===== src/rtl/ahb_slave_mux_dfslv_if.sv =====
// Bundle of decoder, slave-return and master-facing signals around the AHB-Lite data-phase mux.
// The mux owns the slave modport. The master modport is the view from the surrounding bus fabric.
interface ahb_slave_mux_dfslv_if #(
  parameter int NUM_SLAVES = 10,
  parameter int DW         = 32
);
  logic [3:0]             MUX_SEL;
  logic                   HSEL_NOMAP;
  logic [1:0]             HTRANS;
  logic [NUM_SLAVES*DW-1:0] HRDATA_S;
  logic [NUM_SLAVES-1:0]  HREADYOUT_S;
  logic [NUM_SLAVES-1:0]  HRESP_S;
  logic [DW-1:0]          HRDATA;
  logic                   HREADY;
  logic                   HRESP;

  modport slave (
    input  MUX_SEL, HSEL_NOMAP, HTRANS, HRDATA_S, HREADYOUT_S, HRESP_S,
    output HRDATA, HREADY, HRESP
  );

  modport master (
    output MUX_SEL, HSEL_NOMAP, HTRANS, HRDATA_S, HREADYOUT_S, HRESP_S,
    input  HRDATA, HREADY, HRESP
  );
endinterface


===== src/rtl/ahb_slave_mux_dfslv.sv =====
// AHB-Lite data-phase response mux with an embedded default slave.
// The default slave answers unmapped NONSEQ/SEQ transfers with a two-cycle ERROR.
module ahb_slave_mux_dfslv #(
  parameter int NUM_SLAVES = 10,
  parameter int DW         = 32
) (
  input logic                   HCLK,
  input logic                   HRESETn,
  ahb_slave_mux_dfslv_if.slave  bus
);

  localparam logic [1:0] ST_IDLE = 2'd0;
  localparam logic [1:0] ST_ERR1 = 2'd1;
  localparam logic [1:0] ST_ERR2 = 2'd2;

  logic [3:0]    data_sel;
  logic [1:0]    dfs_state;
  logic [1:0]    dfs_next;
  logic          dfs_ready;
  logic          dfs_resp;
  logic          nomap_req;
  logic [DW-1:0] rdata_mux;
  logic          ready_mux;
  logic          resp_mux;

  // The select is captured only on a completed address phase, so it holds through wait states.
  always_ff @(posedge HCLK) begin
    if (!HRESETn) begin
      data_sel <= 4'hF;
    end else if (ready_mux) begin
      data_sel <= bus.MUX_SEL;
    end
  end

  assign nomap_req = bus.HSEL_NOMAP & ready_mux & bus.HTRANS[1];

  always_ff @(posedge HCLK) begin
    if (!HRESETn) begin
      dfs_state <= ST_IDLE;
    end else begin
      dfs_state <= dfs_next;
    end
  end

  always_comb begin
    dfs_next  = dfs_state;
    dfs_ready = 1'b1;
    dfs_resp  = 1'b0;
    case (dfs_state)
      ST_IDLE: begin
        if (nomap_req) dfs_next = ST_ERR1;
      end
      ST_ERR1: begin
        dfs_ready = 1'b0;
        dfs_resp  = 1'b1;
        dfs_next  = ST_ERR2;
      end
      ST_ERR2: begin
        dfs_resp = 1'b1;
        dfs_next = nomap_req ? ST_ERR1 : ST_IDLE;
      end
      default: begin
        dfs_next = ST_IDLE;
      end
    endcase
  end

  // Any select outside the mapped range, including 4'hF, falls through to the default slave.
  always_comb begin
    rdata_mux = '0;
    ready_mux = dfs_ready;
    resp_mux  = dfs_resp;
    for (int i = 0; i < NUM_SLAVES; i++) begin
      if (data_sel == 4'(i)) begin
        rdata_mux = bus.HRDATA_S[i*DW +: DW];
        ready_mux = bus.HREADYOUT_S[i];
        resp_mux  = bus.HRESP_S[i];
      end
    end
  end

  assign bus.HRDATA = rdata_mux;
  assign bus.HREADY = ready_mux;
  assign bus.HRESP  = resp_mux;

endmodule


===== src/flat_wrapper.sv =====
// flat-port wrapper written by rule: the top's interface ports become plain ports
module ahb_slave_mux_dfslv_flat 
#(
  parameter int NUM_SLAVES = 10,
  parameter int DW         = 32
)
  (HCLK, HRESETn, bus_MUX_SEL, bus_HSEL_NOMAP, bus_HTRANS, bus_HRDATA_S, bus_HREADYOUT_S, bus_HRESP_S, bus_HRDATA, bus_HREADY, bus_HRESP);
  ahb_slave_mux_dfslv_if #(.NUM_SLAVES(NUM_SLAVES), .DW(DW)) bus_i ();
  input logic HCLK;
  input logic HRESETn;
  input wire logic [$bits(bus_i.MUX_SEL)-1:0] bus_MUX_SEL;
  input wire logic [$bits(bus_i.HSEL_NOMAP)-1:0] bus_HSEL_NOMAP;
  input wire logic [$bits(bus_i.HTRANS)-1:0] bus_HTRANS;
  input wire logic [$bits(bus_i.HRDATA_S)-1:0] bus_HRDATA_S;
  input wire logic [$bits(bus_i.HREADYOUT_S)-1:0] bus_HREADYOUT_S;
  input wire logic [$bits(bus_i.HRESP_S)-1:0] bus_HRESP_S;
  output wire logic [$bits(bus_i.HRDATA)-1:0] bus_HRDATA;
  output wire logic [$bits(bus_i.HREADY)-1:0] bus_HREADY;
  output wire logic [$bits(bus_i.HRESP)-1:0] bus_HRESP;
  assign bus_i.MUX_SEL = bus_MUX_SEL;
  assign bus_i.HSEL_NOMAP = bus_HSEL_NOMAP;
  assign bus_i.HTRANS = bus_HTRANS;
  assign bus_i.HRDATA_S = bus_HRDATA_S;
  assign bus_i.HREADYOUT_S = bus_HREADYOUT_S;
  assign bus_i.HRESP_S = bus_HRESP_S;
  assign bus_HRDATA = bus_i.HRDATA;
  assign bus_HREADY = bus_i.HREADY;
  assign bus_HRESP = bus_i.HRESP;
  ahb_slave_mux_dfslv #(.NUM_SLAVES(NUM_SLAVES), .DW(DW)) u_core (.HCLK(HCLK), .HRESETn(HRESETn), .bus(bus_i));
endmodule

===== config.mk =====
export PLATFORM = sky130hd
export DESIGN_NAME = ahb_slave_mux_dfslv_flat
export DESIGN_NICKNAME = d
export VERILOG_FILES = /design/src/rtl/ahb_slave_mux_dfslv_if.sv /design/src/rtl/ahb_slave_mux_dfslv.sv /design/src/flat_wrapper.sv
export SDC_FILE = /design/constraint.sdc
export NUM_CORES = 1
export LEC_CHECK = 0
export ABC_AREA = 0
export CELL_PAD_IN_SITES_DETAIL_PLACEMENT = 2
export CELL_PAD_IN_SITES_GLOBAL_PLACEMENT = 2
export CORE_MARGIN = 2
export CORE_UTILIZATION = 12
export CTS_BUF_LIST = sky130_fd_sc_hd__clkbuf_4 sky130_fd_sc_hd__clkbuf_8
export CTS_CLUSTER_SIZE = 28
export DETAILED_ROUTE_END_ITERATION = 12
export PLACE_DENSITY_LB_ADDON = 0.1
export SLEW_MARGIN = 20
export SYNTH_ARGS = -nofsm -noshare
export SYNTH_HDL_FRONTEND = slang
export SYNTH_SLANG_ARGS = --single-unit

===== constraint.sdc =====
create_clock -name HCLK -period 5.9 [get_ports HCLK]
set_input_delay 1.475 -clock HCLK [delete_from_list [all_inputs] [get_ports HCLK]]
set_output_delay 1.475 -clock HCLK [all_outputs]
set_load 0.005 [all_outputs]

==> results of run 1 <==
-- power by group --
part / switching, mW / leakage [nW] / internal [mW] / total [mW]
logic: 1.08 / 2.45 / 1.03 / 2.12
registers: 0.152 / 0.0491 / 0.0617 / 0.214
clock network: 0.0180 / 0.0216 / 0.0439 / 0.0619
-- sequential cells by signal, indices dropped and copies added (netlist names) --
register and count:
u_core.data_sel 4, u_core.dfs_state 2
-- how the worst min path moves through the flow --
stage / startpoint / to / cells past startpoint
floorplan: u_core.dfs_state[0] / u_core.dfs_state[0] / 2
global placement: u_core.dfs_state[0] / u_core.dfs_state[0] / 2
detailed placement: u_core.dfs_state[0] / u_core.dfs_state[0] / 2
CTS: u_core.dfs_state[0] / u_core.dfs_state[0] / 2
global route: u_core.dfs_state[0] / u_core.dfs_state[0] / 2
finish: u_core.dfs_state[0] / u_core.dfs_state[0] / 2
-- layer usage --
metal,global-route usage [%],routed length (um),vias to the layer above
met5,0,0,-
met4,3.47,280,0
met3,4.24,2110,17
met2,37.2,14700,252
met1,21.4,10500,2657
li1,-,-,2550
-- kinds of logic after synthesis --
logic type / Yosys count / synth area share (%)
compound gates: 207 / 50.5
fa+ha+maj: 4 / 1.62
buf+inv: 66 / 9.74
flops: 6 / 3.89
mux: 45 / 16.0
simple gates: 132 / 18.2
-- cells in the final DEF, fill, tap and decap left out, types with 2 or more instances in the layout --
master	Yosys	final
a21oi_1	11	11
a221oi_1	27	27
a22o_1	21	21
a22oi_1	33	33
a31oi_1	27	27
a32o_1	3	3
buf_4	4	14
clkbuf_8	0	3
clkdlybuf4s50_1	0	381
dfxtp_1	6	3
dfxtp_2	0	3
diode_2	0	5
ha_1	4	4
inv_1	11	10
inv_2	1	2
mux2_2	25	25
mux2i_1	19	19
nand2_1	40	39
nand2b_1	5	5
nand3_1	4	4
nand4_1	4	4
nor2_1	62	61
nor2b_1	5	2
nor2b_4	0	2
nor3_1	7	6
o21ai_0	15	15
o221ai_1	30	30
o22ai_1	22	22
o311ai_1	4	4
o32ai_1	2	2
-- cell type report --
cell class / count / area (um2) / area share (%)
timing repair buffer: 395 / 3920 / 54.0
multi-input combinational: 388 / 2700 / 37.2
tap: 330 / 413 / 5.69
sequential: 6 / 124 / 1.71
inverter: 12 / 45.0 / 0.621
clock buffer: 3 / 41.3 / 0.569
antenna: 5 / 12.5 / 0.173
-- worst register-to-register path, cell delays in order (launching register included) --
cell      delay (ps)
dfxtp_2          850
or3b_1           700
a21o_1           340
o21ai_2           90
a221oi_2          50
buf_4            190
o21ai_0          240
o311ai_1         140
==> metrics.md, run 1 <==
| Metric | Value |
|---|---|
| Status | `completed` |
| Post-Place Worst Slack | `667 ps` |
| Vias | `5,476` |
| Clock slew at reported path FFs | `40 ps` |
| Total power | `2.39 mW` |
| Finished Cell Area | `7250 um2` |
| Syn Area/Cell | `6.70 um2` |
| Fill count | `2,901` |
| CTS tree | `built` |
| First-pass GRT wire length | `39,200 um` |
| Avg WL per Cell | `24.2 um` |
| CP max FO | `1` |
| Fin worst setup slack | `790 ps` |
| Die W | `164 um` |
| Synth area leaders | `mux2_2, o221ai_1, a22oi_1, a221oi_1, nor2_1` |
| Fin cells | `1,139` |
| Buf+Inv Stages, Crit Path | `3` |
| Max_cap viols | `0` |
| Area share of the largest cell type after synthesis | `9.13%` |
| Critical Path Sink | `bus_HRDATA[0]` |
| Static leakage | `2.52 nW` |
| H-tree depth | `1` |
| Worst reg2reg endpoint | `u_core.data_sel[2]` |
| Largest stage delay on the critical path | `580 ps` |
| ANT nets after route | `0` |
| DRT Wirelength | `27,600 um` |
| Post-synthesis async set-or-reset flop share | `0%` |
| Port Buffer Count | `381` |
| Post-CTS setup buffers | `0` |
| Worst path required time | `4430 ps` |
| Register area share after synthesis | `3.89%` |
| Flop-to-flop setup slack | `3160 ps` |
| DRC viols | `0` |
| Post-CTS Resized | `0` |
| Post-detail-place hpwl | `22,200 um` |
| Slew headroom | `39.7%` |
| Min-Delay Path Class | `flip-flop to flip-flop` |
| R2r worst-path depth | `7` |
| Critical Path Start | `bus_HRDATA_S[64]` |
| Worst R2R Start | `u_core.data_sel[3]` |
| Clock sinks | `6` |
| Setup tns final | `0 ps` |
| Die area | `27,000 um2` |
| Final nets | `1,159` |
| CP Class | `primary input to output pin` |
| Die Y-Extent | `164 um` |
| Post-DP Area | `7200 um2` |
| Count leader, synth | `nor2_1` |
| Startpoint Class | `primary input` |
| RSZ-0062 raised after global routing | `false` |
| Final Hold Viols | `0` |
| GRT Util Overall | `19.2%` |
| Worst Max-Slew Pin Slew | `904 ps` |
| Initial Utilization | `12.2%` |
| Initial DRC Count | `190` |
| CTS Buf Count | `3` |
| Max VDD drop | `0.000140 V` |
| CP Cell Sequence | `clkdlybuf4s50_1 -> inv_1 -> a221oi_1 -> a22oi_1 -> o221ai_1 -> o221ai_1 -> o21ai_0 -> clkdlybuf4s50_1` |
| EDFF count, synth | `0` |
| # hold bufs at CTS | `0` |
| Gpl congestion | `0.861` |
| Dominant synthesized flop cell | `dfxtp_1` |
| Largest net degree at the start of global routing | `46` |
| Mapped Area | `3080 um2` |
| Worst-case clock skew | `0.642 ps` |
| Fmax | `196 MHz` |
| Critical path arrival | `3630 ps` |
| Mapped Nets | `813` |
| CORE AREA | `25,200 um2` |
| Register bit total from synthesis | `6` |
| Critical Path End Type | `output pin` |
| Synth warnings | `0` |
| Cell variety after synth | `47` |
| Minimum clock period | `5110 ps` |
| Core Rows | `58` |
| Final core occ | `28.8%` |
| Initial antenna violation count | `4` |
| Vias in the first global route | `6,300` |
| Period utilization | `86.6%` |
| Post-Syn Instances | `460` |
| IO Count | `383` |
| Delay-heaviest family, CP | `compound AO/OA/AOI/OAI gates` |
| Power per cell area | `330 nW/um2` |
| # setup viols final | `0` |
| Vias/cell | `4.81` |
| Clk Latency, worst-skew pair | `220 ps` |
| Synth cell count leaders | `nor2_1, nand2_1, a22oi_1` |
| Max Root-Sink Buffers | `2` |
| Worst path depth | `8` |
| DRT Pass-1 Iters | `4` |
| Layout area overhead | `135%` |
| Share of layout cells above drive strength 1 | `7.09%` |
| Root Driver | `clkbuf_8` |
| Critical path's slowest cell | `clkdlybuf4s50_1` |
| Hold_ws | `548 ps` |
| Placed cell count | `1,131` |
| Largest area contributor in the netlist | `mux2_2` |
| Grt total ovfl | `0` |
| Max Slew Vio Count | `0` |
Note: power is estimated with default switching activity, not from simulation.
==> inputs of run 2 (changes only) <==
--- a/config.mk
+++ b/config.mk
@@ -5,7 +5,7 @@
 export SDC_FILE = /design/constraint.sdc
 export NUM_CORES = 1
 export LEC_CHECK = 0
-export ABC_AREA = 0
+export CAP_MARGIN = 20
 export CELL_PAD_IN_SITES_DETAIL_PLACEMENT = 2
 export CELL_PAD_IN_SITES_GLOBAL_PLACEMENT = 2
 export CORE_MARGIN = 2
==> results of run 2 <==
The final DEF is identical to that of run 1; final timing and power are the same.
==> inputs of run 3 (changes only) <==
--- a/config.mk
+++ b/config.mk
@@ -9,7 +9,7 @@
 export CELL_PAD_IN_SITES_DETAIL_PLACEMENT = 2
 export CELL_PAD_IN_SITES_GLOBAL_PLACEMENT = 2
 export CORE_MARGIN = 2
-export CORE_UTILIZATION = 12
+export CORE_UTILIZATION = 10
 export CTS_BUF_LIST = sky130_fd_sc_hd__clkbuf_4 sky130_fd_sc_hd__clkbuf_8
 export CTS_CLUSTER_SIZE = 28
 export DETAILED_ROUTE_END_ITERATION = 12
==> constraint.sdc (replaced) <==
create_clock -name HCLK -period 4.5 [get_ports HCLK]
set_input_delay 1.125 -clock HCLK [delete_from_list [all_inputs] [get_ports HCLK]]
set_output_delay 1.125 -clock HCLK [all_outputs]
set_load 0.005 [all_outputs]
==> metrics.md, run 3 (synthesized netlist as in run 1, its figures left out) <==
| Metric | Value |
|---|---|
| Status | `completed` |
| Final Hold Viols | `0 (unchanged)` |
| Post-detail-place hpwl | `23,800 um (+6.8%)` |
| Worst-case clock skew | `3.21 ps (+2.56 ps)` |
| Period utilization | `95.8%` |
| Power per cell area | `441 nW/um2 (+34%)` |
| CP Cell Sequence | `clkdlybuf4s50_1 -> nand2b_1 -> a221oi_2 -> a22oi_2 -> o221ai_1 -> o221ai_1 -> o21ai_1 -> clkdlybuf4s50_1` |
| Post-DP Area | `7380 um2 (+2.6%)` |
| Static leakage | `2.61 nW (+3.8%)` |
| Finished Cell Area | `7500 um2 (+3.5%)` |
| Clk Latency, worst-skew pair | `230 ps (about the same)` |
| RSZ-0062 raised after global routing | `false` |
| Worst Max-Slew Pin Slew | `603 ps (-302 ps)` |
| Avg WL per Cell | `23.9 um (-1.4%)` |
| CP Class | `primary input to output pin` |
| CTS tree | `built` |
| IO Count | `383 (unchanged)` |
| # hold bufs at CTS | `0 (unchanged)` |
| Die area | `32,300 um2 (+19%)` |
| Vias in the first global route | `6,282 (-0.29%)` |
| CTS Buf Count | `3 (unchanged)` |
| Gr busiest metal | `met2` |
| Min-Delay Path Class | `flip-flop to flip-flop` |
| GRT met1 Usage | `19.5% (-1.9 points)` |
| Met2 usage | `32.4% (-4.8 points)` |
| Max_cap viols | `0 (unchanged)` |
| Vias | `5,481 (+0.091%)` |
| Fin cells | `1,215 (+6.7%)` |
| Fin worst setup slack | `188 ps (-603 ps)` |
| Regs by FF count | `u_core.data_sel: 4 flops, u_core.dfs_state: 2 flops` |
| Max Slew Vio Count | `0 (unchanged)` |
| Startpoint Class | `primary input` |
| Commonest non-fill, non-tap cell in the layout | `clkdlybuf4s50_1` |
| Layout area overhead | `143%` |
| Share of layout cells above drive strength 1 | `9.46% (+2.4 points)` |
| # setup viols final | `0 (unchanged)` |
| Port Buffer Count | `381 (unchanged)` |
| Core Rows | `64 (+10%)` |
| Critical path's slowest cell | `clkdlybuf4s50_1` |
| Post-Place Worst Slack | `-238 ps (-906 ps)` |
| Most flop-heavy register | `u_core.data_sel` |
| Worst path required time | `3380 ps (-1050 ps)` |
| Hold_ws | `519 ps (-29.0 ps)` |
| Clock sinks | `6 (unchanged)` |
| ANT nets after route | `0 (unchanged)` |
| DRT Wirelength | `29,000 um (+5.2%)` |
| Setup tns final | `0 ps (unchanged)` |
| Placed cell count | `1,207 (+6.7%)` |
| Max reg flops | `4 (unchanged)` |
| Flop-to-flop setup slack | `2100 ps (-1060 ps)` |
| Root Driver | `clkbuf_8` |
| Minimum clock period | `4310 ps` |
| Vias/cell | `4.51 (-6.2%)` |
| Initial DRC Count | `129 (-32%)` |
| Slew headroom | `59.7% (+20 points)` |
| H-tree depth | `1 (unchanged)` |
| Most frequent cells in the layout | `clkdlybuf4s50_1, nor2_1, nand2_1` |
| DRT Pass-1 Iters | `5 (+1)` |
| GRT Util Overall | `17.2% (-2.0 points)` |
| CORE AREA | `30,500 um2 (+21%)` |
| Critical path arrival | `3190 ps (-440 ps)` |
| CP max FO | `1 (unchanged)` |
| Max Root-Sink Buffers | `2 (unchanged)` |
| Gpl congestion | `0.817 (-5.2%)` |
| Max VDD drop | `0.000168 V (+20%)` |
| Largest net degree at the start of global routing | `40 (-13%)` |
| Final nets | `1,169 (+0.86%)` |
| First-pass GRT wire length | `42,300 um (+7.8%)` |
| Critical Path End Type | `output pin` |
| Grt total ovfl | `0 (unchanged)` |
| DRC viols | `0 (unchanged)` |
| Initial Utilization | `10.1% (-2.1 points)` |
| Clock slew at reported path FFs | `40 ps (about the same)` |
| Largest stage delay on the critical path | `540 ps (-40 ps)` |
| M3 GR Usage | `4.11% (-0.13 points)` |
| Die Y-Extent | `180 um (+9.3%)` |
| Initial antenna violation count | `5 (+1)` |
| Fmax | `232 MHz` |
| Die W | `180 um (+9.3%)` |
[run 3: area by class of cell]
type	count	area (um2)
Fill cell	3489	23000
Timing Repair Buffer	405	4020
Multi-Input combinational cell	388	2760
Tap cell	396	495
Sequential cell	6	125
Inverter	12	45.0
Clock buffer	3	41.3
Antenna cell	5	12.5
[run 3: stage by stage]
step | total power, mW | utilization (%)
global route | 3.61 | 24.6
detailed placement | 3.25 | 24.2
floorplan | 1.68 | -
global placement | 3.20 | 24.2
finish | 3.31 | 24.6
CTS | 3.37 | 24.4
[run 3: worst max-delay path, delay by kind of cell]
family	cells	cell delay, ps
AND/OR/NAND/NOR	1	70
AO/OA/AOI/OAI	5	980
buffers and inverters	2	1010
[run 3: path summary, 6_finish.rpt]
kind                                           from                   to  cells past startpoint
worst min-delay path            u_core.dfs_state[0]  u_core.dfs_state[0]                      2
worst min register to register  u_core.dfs_state[0]  u_core.dfs_state[0]                      2
worst max-delay path               bus_HRDATA_S[41]        bus_HRDATA[9]                      8
worst max register to register   u_core.data_sel[1]  u_core.dfs_state[1]                      7
[run 3: timing repair]
action / in CTS / in global routing
gates resized for setup: 8 / 6
setup buffers: 0 / 0
setup endpoints to repair: 2 / 2
pin swaps: 2 / 3
gates cloned: 0 / 0
[run 3: report_power, final]
group / internal (mW) / switching (mW)
combinational: 1.44 / 1.58
sequential: 0.0822 / 0.120
clock: 0.0579 / 0.0275
[run 3: routing by layer]
metal | wire (um) | part of all wire [%]
met5 | 0 | 0
met4 | 378 | 1.3
met3 | 1760 | 6.1
met2 | 15300 | 53
met1 | 11600 | 40
